[src/rtl/xxv_mac_init_sequencer_if.sv]
//------------------------------------------------------------------------------
// Module     : xxv_mac_init_sequencer_if
// Description: AXI4-Lite bundle between the bring-up sequencer (master) and
//              the XXV MAC register window (slave). 12-bit register offsets,
//              32-bit data.
//              Write address : awvalid/awready/awaddr
//              Write data    : wvalid/wready/wdata/wstrb
//              Write response: bvalid/bready/bresp
//              Read address  : arvalid/arready/araddr
//              Read data     : rvalid/rready/rdata/rresp
// Revision   : 1.0 - initial release
//------------------------------------------------------------------------------
`default_nettype none

interface xxv_mac_init_sequencer_if;
    logic        awvalid;
    logic        awready;
    logic [11:0] awaddr;
    logic        wvalid;
    logic        wready;
    logic [31:0] wdata;
    logic [3:0]  wstrb;
    logic        bvalid;
    logic        bready;
    logic [1:0]  bresp;
    logic        arvalid;
    logic        arready;
    logic [11:0] araddr;
    logic        rvalid;
    logic        rready;
    logic [31:0] rdata;
    logic [1:0]  rresp;

    modport master (
        output awvalid, awaddr, wvalid, wdata, wstrb, bready,
        output arvalid, araddr, rready,
        input  awready, wready, bvalid, bresp, arready, rvalid, rdata, rresp
    );

    modport slave (
        input  awvalid, awaddr, wvalid, wdata, wstrb, bready,
        input  arvalid, araddr, rready,
        output awready, wready, bvalid, bresp, arready, rvalid, rdata, rresp
    );
endinterface

`default_nettype wire

[src/rtl/xxv_mac_init_sequencer.sv]
//------------------------------------------------------------------------------
// Module     : xxv_mac_init_sequencer
// Description: Bring-up sequencer for one 10/25G XXV MAC. Acts as AXI4-Lite
//              master: writes MODE/RX/TX configuration, pulses GT reset,
//              polls STAT_RX_BLOCK_LOCK (0x40C) until non-zero, then enables
//              TX. Reports busy/done/error to the shell.
// Ports      : axil_aclk   - AXI-Lite clock
//              mod_rstn    - asynchronous active-low reset
//              start       - single-cycle pulse, (re)starts the programme
//              busy        - programme running
//              done        - sticky, programme completed
//              error       - sticky, bad response or poll timeout
//              err_code    - 0 none, 1 write resp, 2 read resp, 3 timeout
//              lock_status - last data read from 0x40C
//              m_axil      - AXI4-Lite master port (interface)
// Revision   : 1.0 - initial release
//------------------------------------------------------------------------------
`default_nettype none

module xxv_mac_init_sequencer #(
    parameter logic [31:0] MODE_VAL      = 32'hC000_0000,
    parameter logic [31:0] RX_CFG_VAL    = 32'h0000_0001,
    parameter logic [31:0] TX_CFG_VAL    = 32'h0000_0000,
    parameter logic [31:0] TX_EN_VAL     = 32'h0000_0001,
    parameter int unsigned POLL_INTERVAL = 1024,
    parameter int unsigned MAX_POLLS     = 4096
) (
    input  logic                     axil_aclk,
    input  logic                     mod_rstn,
    input  logic                     start,
    output logic                     busy,
    output logic                     done,
    output logic                     error,
    output logic [1:0]               err_code,
    output logic [31:0]              lock_status,
    xxv_mac_init_sequencer_if.master m_axil
);

    localparam int c_PCNT_W = $clog2(MAX_POLLS + 1);
    localparam int c_WAIT_W = $clog2(POLL_INTERVAL + 1);

    localparam logic [11:0] c_LOCK_ADDR = 12'h40C;

    // Step indices into the write programme; the lock poll sits between
    // the last configuration write and the TX-enable write.
    localparam logic [2:0] c_STEP_LAST_CFG = 3'd4;
    localparam logic [2:0] c_STEP_TX_EN    = 3'd5;

    localparam logic [2:0] c_IDLE      = 3'd0;
    localparam logic [2:0] c_WR        = 3'd1;
    localparam logic [2:0] c_WR_RESP   = 3'd2;
    localparam logic [2:0] c_RD        = 3'd3;
    localparam logic [2:0] c_RD_DATA   = 3'd4;
    localparam logic [2:0] c_POLL_WAIT = 3'd5;
    localparam logic [2:0] c_DONE      = 3'd6;
    localparam logic [2:0] c_ERROR     = 3'd7;

    logic [2:0]          r_state;
    logic [2:0]          r_step;
    logic [c_PCNT_W-1:0] r_poll_cnt;
    logic [c_WAIT_W-1:0] r_wait_cnt;

    logic                r_busy;
    logic                r_done;
    logic                r_error;
    logic [1:0]          r_err_code;
    logic [31:0]         r_lock_status;

    logic                r_awvalid;
    logic [11:0]         r_awaddr;
    logic                r_wvalid;
    logic [31:0]         r_wdata;
    logic                r_bready;
    logic                r_arvalid;
    logic [11:0]         r_araddr;
    logic                r_rready;

    logic                w_aw_done;
    logic                w_w_done;
    logic [2:0]          w_step_next;
    logic [c_PCNT_W-1:0] w_poll_next;

    // Register offset and data for each write step, packed {addr, data}.
    function automatic logic [43:0] f_step(input logic [2:0] step);
        case (step)
            3'd0:    f_step = {12'h008, MODE_VAL};
            3'd1:    f_step = {12'h014, RX_CFG_VAL};
            3'd2:    f_step = {12'h00C, TX_CFG_VAL};
            3'd3:    f_step = {12'h000, 32'h0000_0001};
            3'd4:    f_step = {12'h000, 32'h0000_0000};
            default: f_step = {12'h00C, TX_EN_VAL};
        endcase
    endfunction

    // A channel counts as complete once its valid has been dropped or is
    // being accepted this cycle; AW and W may finish in either order.
    always_comb begin
        w_aw_done   = !r_awvalid || m_axil.awready;
        w_w_done    = !r_wvalid  || m_axil.wready;
        w_step_next = r_step + 3'd1;
        w_poll_next = r_poll_cnt + 1'b1;
    end

    always_ff @(posedge axil_aclk or negedge mod_rstn) begin
        if (!mod_rstn) begin
            r_state       <= c_IDLE;
            r_step        <= 3'd0;
            r_poll_cnt    <= '0;
            r_wait_cnt    <= '0;
            r_busy        <= 1'b0;
            r_done        <= 1'b0;
            r_error       <= 1'b0;
            r_err_code    <= 2'd0;
            r_lock_status <= 32'h0;
            r_awvalid     <= 1'b0;
            r_awaddr      <= 12'h0;
            r_wvalid      <= 1'b0;
            r_wdata       <= 32'h0;
            r_bready      <= 1'b0;
            r_arvalid     <= 1'b0;
            r_araddr      <= 12'h0;
            r_rready      <= 1'b0;
        end else begin
            case (r_state)
                // DONE and ERROR hold their sticky flags but accept a
                // restart exactly like IDLE.
                c_IDLE, c_DONE, c_ERROR: begin
                    if (start) begin
                        r_state               <= c_WR;
                        r_step                <= 3'd0;
                        r_poll_cnt            <= '0;
                        r_busy                <= 1'b1;
                        r_done                <= 1'b0;
                        r_error               <= 1'b0;
                        r_err_code            <= 2'd0;
                        {r_awaddr, r_wdata}   <= f_step(3'd0);
                        r_awvalid             <= 1'b1;
                        r_wvalid              <= 1'b1;
                    end
                end

                c_WR: begin
                    if (r_awvalid && m_axil.awready) begin
                        r_awvalid <= 1'b0;
                    end
                    if (r_wvalid && m_axil.wready) begin
                        r_wvalid <= 1'b0;
                    end
                    if (w_aw_done && w_w_done) begin
                        r_state  <= c_WR_RESP;
                        r_bready <= 1'b1;
                    end
                end

                c_WR_RESP: begin
                    if (m_axil.bvalid) begin
                        r_bready <= 1'b0;
                        if (m_axil.bresp != 2'b00) begin
                            r_state    <= c_ERROR;
                            r_error    <= 1'b1;
                            r_err_code <= 2'd1;
                            r_busy     <= 1'b0;
                        end else if (r_step == c_STEP_LAST_CFG) begin
                            r_state   <= c_RD;
                            r_arvalid <= 1'b1;
                            r_araddr  <= c_LOCK_ADDR;
                        end else if (r_step == c_STEP_TX_EN) begin
                            r_state <= c_DONE;
                            r_done  <= 1'b1;
                            r_busy  <= 1'b0;
                        end else begin
                            r_state             <= c_WR;
                            r_step              <= w_step_next;
                            {r_awaddr, r_wdata} <= f_step(w_step_next);
                            r_awvalid           <= 1'b1;
                            r_wvalid            <= 1'b1;
                        end
                    end
                end

                c_RD: begin
                    if (m_axil.arready) begin
                        r_state   <= c_RD_DATA;
                        r_arvalid <= 1'b0;
                        r_rready  <= 1'b1;
                    end
                end

                c_RD_DATA: begin
                    if (m_axil.rvalid) begin
                        r_rready      <= 1'b0;
                        r_lock_status <= m_axil.rdata;
                        r_poll_cnt    <= w_poll_next;
                        if (m_axil.rresp != 2'b00) begin
                            r_state    <= c_ERROR;
                            r_error    <= 1'b1;
                            r_err_code <= 2'd2;
                            r_busy     <= 1'b0;
                        end else if (m_axil.rdata != 32'h0) begin
                            r_state             <= c_WR;
                            r_step              <= c_STEP_TX_EN;
                            {r_awaddr, r_wdata} <= f_step(c_STEP_TX_EN);
                            r_awvalid           <= 1'b1;
                            r_wvalid            <= 1'b1;
                        end else if (w_poll_next == c_PCNT_W'(MAX_POLLS)) begin
                            r_state    <= c_ERROR;
                            r_error    <= 1'b1;
                            r_err_code <= 2'd3;
                            r_busy     <= 1'b0;
                        end else begin
                            r_state    <= c_POLL_WAIT;
                            r_wait_cnt <= '0;
                        end
                    end
                end

                // Bus stays idle for exactly POLL_INTERVAL cycles before
                // the next read address is presented.
                c_POLL_WAIT: begin
                    if (r_wait_cnt == c_WAIT_W'(POLL_INTERVAL - 1)) begin
                        r_state    <= c_RD;
                        r_wait_cnt <= '0;
                        r_arvalid  <= 1'b1;
                        r_araddr   <= c_LOCK_ADDR;
                    end else begin
                        r_wait_cnt <= r_wait_cnt + 1'b1;
                    end
                end

                default: begin
                    r_state <= c_IDLE;
                end
            endcase
        end
    end

    assign busy        = r_busy;
    assign done        = r_done;
    assign error       = r_error;
    assign err_code    = r_err_code;
    assign lock_status = r_lock_status;

    assign m_axil.awvalid = r_awvalid;
    assign m_axil.awaddr  = r_awaddr;
    assign m_axil.wvalid  = r_wvalid;
    assign m_axil.wdata   = r_wdata;
    assign m_axil.wstrb   = 4'hF;
    assign m_axil.bready  = r_bready;
    assign m_axil.arvalid = r_arvalid;
    assign m_axil.araddr  = r_araddr;
    assign m_axil.rready  = r_rready;

endmodule

`default_nettype wire

[src/flat_wrapper.sv]
// flat-port wrapper written by rule: the top's interface ports become plain ports
module xxv_mac_init_sequencer_flat 
#(
    parameter logic [31:0] MODE_VAL      = 32'hC000_0000,
    parameter logic [31:0] RX_CFG_VAL    = 32'h0000_0001,
    parameter logic [31:0] TX_CFG_VAL    = 32'h0000_0000,
    parameter logic [31:0] TX_EN_VAL     = 32'h0000_0001,
    parameter int unsigned POLL_INTERVAL = 1024,
    parameter int unsigned MAX_POLLS     = 4096
)
  (axil_aclk, mod_rstn, start, busy, done, error, err_code, lock_status, m_axil_awvalid, m_axil_awaddr, m_axil_wvalid, m_axil_wdata, m_axil_wstrb, m_axil_bready, m_axil_arvalid, m_axil_araddr, m_axil_rready, m_axil_awready, m_axil_wready, m_axil_bvalid, m_axil_bresp, m_axil_arready, m_axil_rvalid, m_axil_rdata, m_axil_rresp);
  xxv_mac_init_sequencer_if m_axil_i ();
  input  logic axil_aclk;
  input  logic mod_rstn;
  input  logic start;
  output logic busy;
  output logic done;
  output logic error;
  output logic [1:0] err_code;
  output logic [31:0] lock_status;
  output wire logic [$bits(m_axil_i.awvalid)-1:0] m_axil_awvalid;
  output wire logic [$bits(m_axil_i.awaddr)-1:0] m_axil_awaddr;
  output wire logic [$bits(m_axil_i.wvalid)-1:0] m_axil_wvalid;
  output wire logic [$bits(m_axil_i.wdata)-1:0] m_axil_wdata;
  output wire logic [$bits(m_axil_i.wstrb)-1:0] m_axil_wstrb;
  output wire logic [$bits(m_axil_i.bready)-1:0] m_axil_bready;
  output wire logic [$bits(m_axil_i.arvalid)-1:0] m_axil_arvalid;
  output wire logic [$bits(m_axil_i.araddr)-1:0] m_axil_araddr;
  output wire logic [$bits(m_axil_i.rready)-1:0] m_axil_rready;
  input wire logic [$bits(m_axil_i.awready)-1:0] m_axil_awready;
  input wire logic [$bits(m_axil_i.wready)-1:0] m_axil_wready;
  input wire logic [$bits(m_axil_i.bvalid)-1:0] m_axil_bvalid;
  input wire logic [$bits(m_axil_i.bresp)-1:0] m_axil_bresp;
  input wire logic [$bits(m_axil_i.arready)-1:0] m_axil_arready;
  input wire logic [$bits(m_axil_i.rvalid)-1:0] m_axil_rvalid;
  input wire logic [$bits(m_axil_i.rdata)-1:0] m_axil_rdata;
  input wire logic [$bits(m_axil_i.rresp)-1:0] m_axil_rresp;
  assign m_axil_awvalid = m_axil_i.awvalid;
  assign m_axil_awaddr = m_axil_i.awaddr;
  assign m_axil_wvalid = m_axil_i.wvalid;
  assign m_axil_wdata = m_axil_i.wdata;
  assign m_axil_wstrb = m_axil_i.wstrb;
  assign m_axil_bready = m_axil_i.bready;
  assign m_axil_arvalid = m_axil_i.arvalid;
  assign m_axil_araddr = m_axil_i.araddr;
  assign m_axil_rready = m_axil_i.rready;
  assign m_axil_i.awready = m_axil_awready;
  assign m_axil_i.wready = m_axil_wready;
  assign m_axil_i.bvalid = m_axil_bvalid;
  assign m_axil_i.bresp = m_axil_bresp;
  assign m_axil_i.arready = m_axil_arready;
  assign m_axil_i.rvalid = m_axil_rvalid;
  assign m_axil_i.rdata = m_axil_rdata;
  assign m_axil_i.rresp = m_axil_rresp;
  xxv_mac_init_sequencer #(.MODE_VAL(MODE_VAL), .RX_CFG_VAL(RX_CFG_VAL), .TX_CFG_VAL(TX_CFG_VAL), .TX_EN_VAL(TX_EN_VAL), .POLL_INTERVAL(POLL_INTERVAL), .MAX_POLLS(MAX_POLLS)) u_core (.axil_aclk(axil_aclk), .mod_rstn(mod_rstn), .start(start), .busy(busy), .done(done), .error(error), .err_code(err_code), .lock_status(lock_status), .m_axil(m_axil_i));
endmodule
[config.mk]
export PLATFORM = sky130hd
export DESIGN_NAME = xxv_mac_init_sequencer_flat
export DESIGN_NICKNAME = d
export VERILOG_FILES = /design/src/rtl/xxv_mac_init_sequencer_if.sv /design/src/rtl/xxv_mac_init_sequencer.sv /design/src/flat_wrapper.sv
export SDC_FILE = /design/constraint.sdc
export NUM_CORES = 1
export LEC_CHECK = 0
export BUFFER_PORTS_ARGS = -buffer_cell sky130_fd_sc_hd__buf_2
export CAP_MARGIN = 10
export CORE_ASPECT_RATIO = 0.6
export CORE_MARGIN = 2
export CORE_UTILIZATION = 56
export DETAILED_ROUTE_END_ITERATION = 10
export PLACE_DENSITY = 0.89
export SYNTH_ARGS = -nofsm -noshare
export SYNTH_HDL_FRONTEND = slang
export SYNTH_SLANG_ARGS = --single-unit
[constraint.sdc]
create_clock -name axil_aclk -period 4.5 [get_ports axil_aclk]
set_input_delay 0 -clock axil_aclk [delete_from_list [all_inputs] [get_ports axil_aclk]]
set_output_delay 0 -clock axil_aclk [all_outputs]
set_load 0.005 [all_outputs]
==> reports/metrics.cfg <==
[cells_and_area]
fin_nets=711
multi_input_comb_area_sq_um=2262
n_fill_cell=570
diodes=0
ff_latch_area_sq_um=1952
drive_above_1_share=0.1958
area_growth_pct=22.04
final_area_sq_um=5564

[timing]
finalCritPeriodShare=0.6091
slew_violations=0
tns_ns=0
max_freq_mhz=364.8
hold_slack_ns=0.05062
hold_violations=0
rsz0062_at_grt=no
fin_ws_ns=1.759
worst_pin_slew_ns=0.9666
setup_violations=0
min_period_ns=2.741
finClkSkew_ns=0.01219
slew_headroom=0.3556

[logic_synthesis]
syn_inst=542
ys_types=54
synth_edf_count=0
synth_seq_area_share=0.4281
synth_area_per_cell_sq_um=8.412
synth.ff_latch_count=78
ys_async_sr_fraction=1.000
syn-cell-area_sq_um=4559
yosysWarningCount=0
synthFlopType=dfrtp_1

[routing]
finalWirelength_mm=12.89
drt_iter0_drc=612
wl_met3_mm=1.421
wl_met2_mm=5.805
dr.pass1.iters=6
vias=4384
viasPerCell=5.679
ant_nets=0
top_layer=met4
met1_length_mm=5.111
wl_per_cell_um=16.69
drc=0

[clocking]
clockBufferDepth=2
htreeDepth=3
postCtsHoldBufs=36
post_cts_buffers=0
path_clk_slew_ns=0.07
numCtsBuffers=9
clock_latency_ns=0.34
cts_resized=0
cts_tree=built
cts.sinks=78
cts_root_buffer=clkbuf_16

[global_route]
grt_pass1_wl_mm=20.49
grt_pass1_vias=4089
overflow=0
grt_max_degree=79
gr-usage-all-layers=0.3031
antenna_found_initial=0

[critical_path]
max_stage_delay_ns=0.44
required_ns=4.76
crit_buf_inv=1
crit_type=reg -> reg
crit_path_end_kind=flop
crit_arrival_ns=3.00
startpoint_type=flop
crit_fanout=12
critical_path.top_delay_family=simple AND/OR/NAND/NOR gates
slowest_stage=dfrtp_1
cp_cell_sequence=ha_1, and3b_1, nor4_1, o22ai_1, a2111oi_4, o31ai_2, buf_4, and3_4, nor3_2

[power_and_ir_drop]
p_leak_nw=2.746
ir_drop_uv=348.9
power_density_nw_per_um2=589.9

[placement]
post-place-ws_ns=1.983
gp_congestion=0.9498
hpwl_mm=8.134
portBuffers=94
dpl_cell_area_sq_um=4878

[run]
maxCapViolCount=0

[floorplanning]
die_area_sq_um=8904
ios=146
coreArea_sq_um=7883
initial_core_util=0.5784
die_height_um=73.90
num_rows=25
die_x_um=120.5

[run_status]
status=finished, final reports clean

[worst_hold_path]
hold_path.class=in -> reg

[final cells by class]
class                      count  area share
multi-input combinational    428      0.4066
sequential                    78      0.3508
timing repair buffer         133      0.1538
clock buffer                  11     0.04362
tap                          108     0.02429
clock inverter                 5     0.01484
inverter                       9    0.006072
[tightest hold or removal path: stages]
cell,delay (ns)
buf_2,0.13
nand3_1,0.08
o21ai_0,0.08
nand2_1,0.06
[worst paths after layout]
check | from | endpoint | slack (ns) | cells after the start
worst min register to register | u_core.lock_status[10] | u_core.lock_status[10] | 0.47 | 2
worst max-delay path | u_core.r_poll_cnt[0] | u_core.r_wait_cnt[6] | 1.76 | 9
worst max register to register | u_core.r_poll_cnt[0] | u_core.r_wait_cnt[6] | 1.76 | 9
max in group asynchronous | mod_rstn | u_core.r_state[2] | 3.51 | 2
min in group asynchronous | mod_rstn | u_core.lock_status[29] | 0.35 | 2
worst min-delay path | m_axil_arready | u_core.m_axil.arvalid | 0.05 | 4
[metrics by stage]
step | util | instances | power, mW
finish | 0.7059 | 772 | 3.282
global route | 0.7059 | 772 | 3.491
CTS | 0.7059 | 772 | 3.240
detailed placement | 0.6189 | 720 | 2.418
global placement | 0.6189 | 720 | 2.354
floorplan | - | 591 | 2.012
[cells in the mapped netlist, types with 2 or more instances]
library cell | n | share of area
nand2_1 | 142 | 0.12
dfrtp_1 | 78 | 0.43
buf_4 | 54 | 0.089
o21ai_0 | 40 | 0.044
nor2_1 | 35 | 0.029
a21oi_1 | 30 | 0.033
clkbuf_1 | 17 | 0.014
nand3_1 | 12 | 0.013
nor4_1 | 12 | 0.016
and3_1 | 9 | 0.012
inv_1 | 9 | 0.0074
and2_1 | 8 | 0.011
ha_1 | 8 | 0.022
nand2b_1 | 6 | 0.0082
nand4_1 | 6 | 0.0082
a31oi_1 | 5 | 0.0069
a31oi_4 | 5 | 0.023
buf_2 | 4 | 0.0044
nor3_1 | 4 | 0.0044
o31ai_1 | 4 | 0.0066
a211oi_1 | 3 | 0.0049
a22o_1 | 3 | 0.0058
nor2b_1 | 3 | 0.0041
o21a_1 | 3 | 0.0049
o21ai_1 | 3 | 0.0033
o22ai_1 | 3 | 0.0041
or3_1 | 3 | 0.0041
a21boi_2 | 2 | 0.0049
a21oi_2 | 2 | 0.0038
a2bb2oi_1 | 2 | 0.0038
and4_1 | 2 | 0.0038
conb_1 | 2 | 0.0016
or2_2 | 2 | 0.0027
[registers in the layout, indices dropped and copies added (netlist names), 2 cells and up]
| register | count |
|---|---|
| u_core.err_code | 2 |
| u_core.m_axil.awaddr | 3 |
| u_core.r_state | 3 |
| u_core.r_wait_cnt | 11 |
| u_core.r_step | 3 |
| u_core.m_axil.wdata | 2 |
| u_core.lock_status | 32 |
| u_core.r_poll_cnt | 13 |
[cells in the final DEF (no fill, tap or decap), types with 2 or more instances in the layout]
cell type	synthesis	layout
nor2b_1	3	3
nand2b_1	6	6
and3_1	9	9
a22o_1	3	3
a2bb2oi_1	2	2
clkinvlp_4	0	3
o31ai_1	4	3
dfrtp_1	78	78
or2_2	2	2
o22ai_1	3	3
buf_4	54	4
clkbuf_16	0	9
dlygate4sd3_1	0	36
a21oi_2	2	2
inv_1	9	9
nand2_1	142	142
ha_1	8	8
a21boi_2	2	2
nor3_1	4	4
o21ai_1	3	3
a211oi_1	3	3
nand4_1	6	6
or3_1	3	3
nor4_1	12	12
buf_2	4	93
a31oi_4	5	5
nor2_1	35	35
nand3_1	12	12
a21oi_1	30	30
bufinv_16	0	2
a31oi_1	5	5
conb_1	2	51
o21ai_0	40	40
and4_1	2	2
o21a_1	3	3
and2_1	8	8
[routing by layer]
layer | up-vias | track usage
li1 | 1974 | -
met1 | 2035 | 0.3853
met2 | 315 | 0.4771
met3 | 60 | 0.1002
met4 | 0 | 0.1382
met5 | - | 0
[cells by family (layout without fill, tap and decap cells)]
kind of cell	after synthesis	count (layout)	share of synthesized area
adders and majority gates	8	8	0.02195
muxes	3	3	0.009604
xor gates and xnor gates	2	2	0.003843
DFF	78	78	0.4281
and+or+nand+nor	252	252	0.2511
buffers and inverters	85	158	0.1172
other	2	51	0.001647
AOI/OAI and AO/OA	112	112	0.1666
[where the power goes]
part | switching [mW] | internal, mW | leakage (nW) | total [mW]
Sequential | 0.266 | 0.964 | 0.995 | 1.23
Combinational | 0.743 | 0.517 | 1.60 | 1.26
Clock | 0.291 | 0.501 | 0.148 | 0.792
Total | 1.30 | 1.98 | 2.75 | 3.28
(Power assumes the default switching activity.)
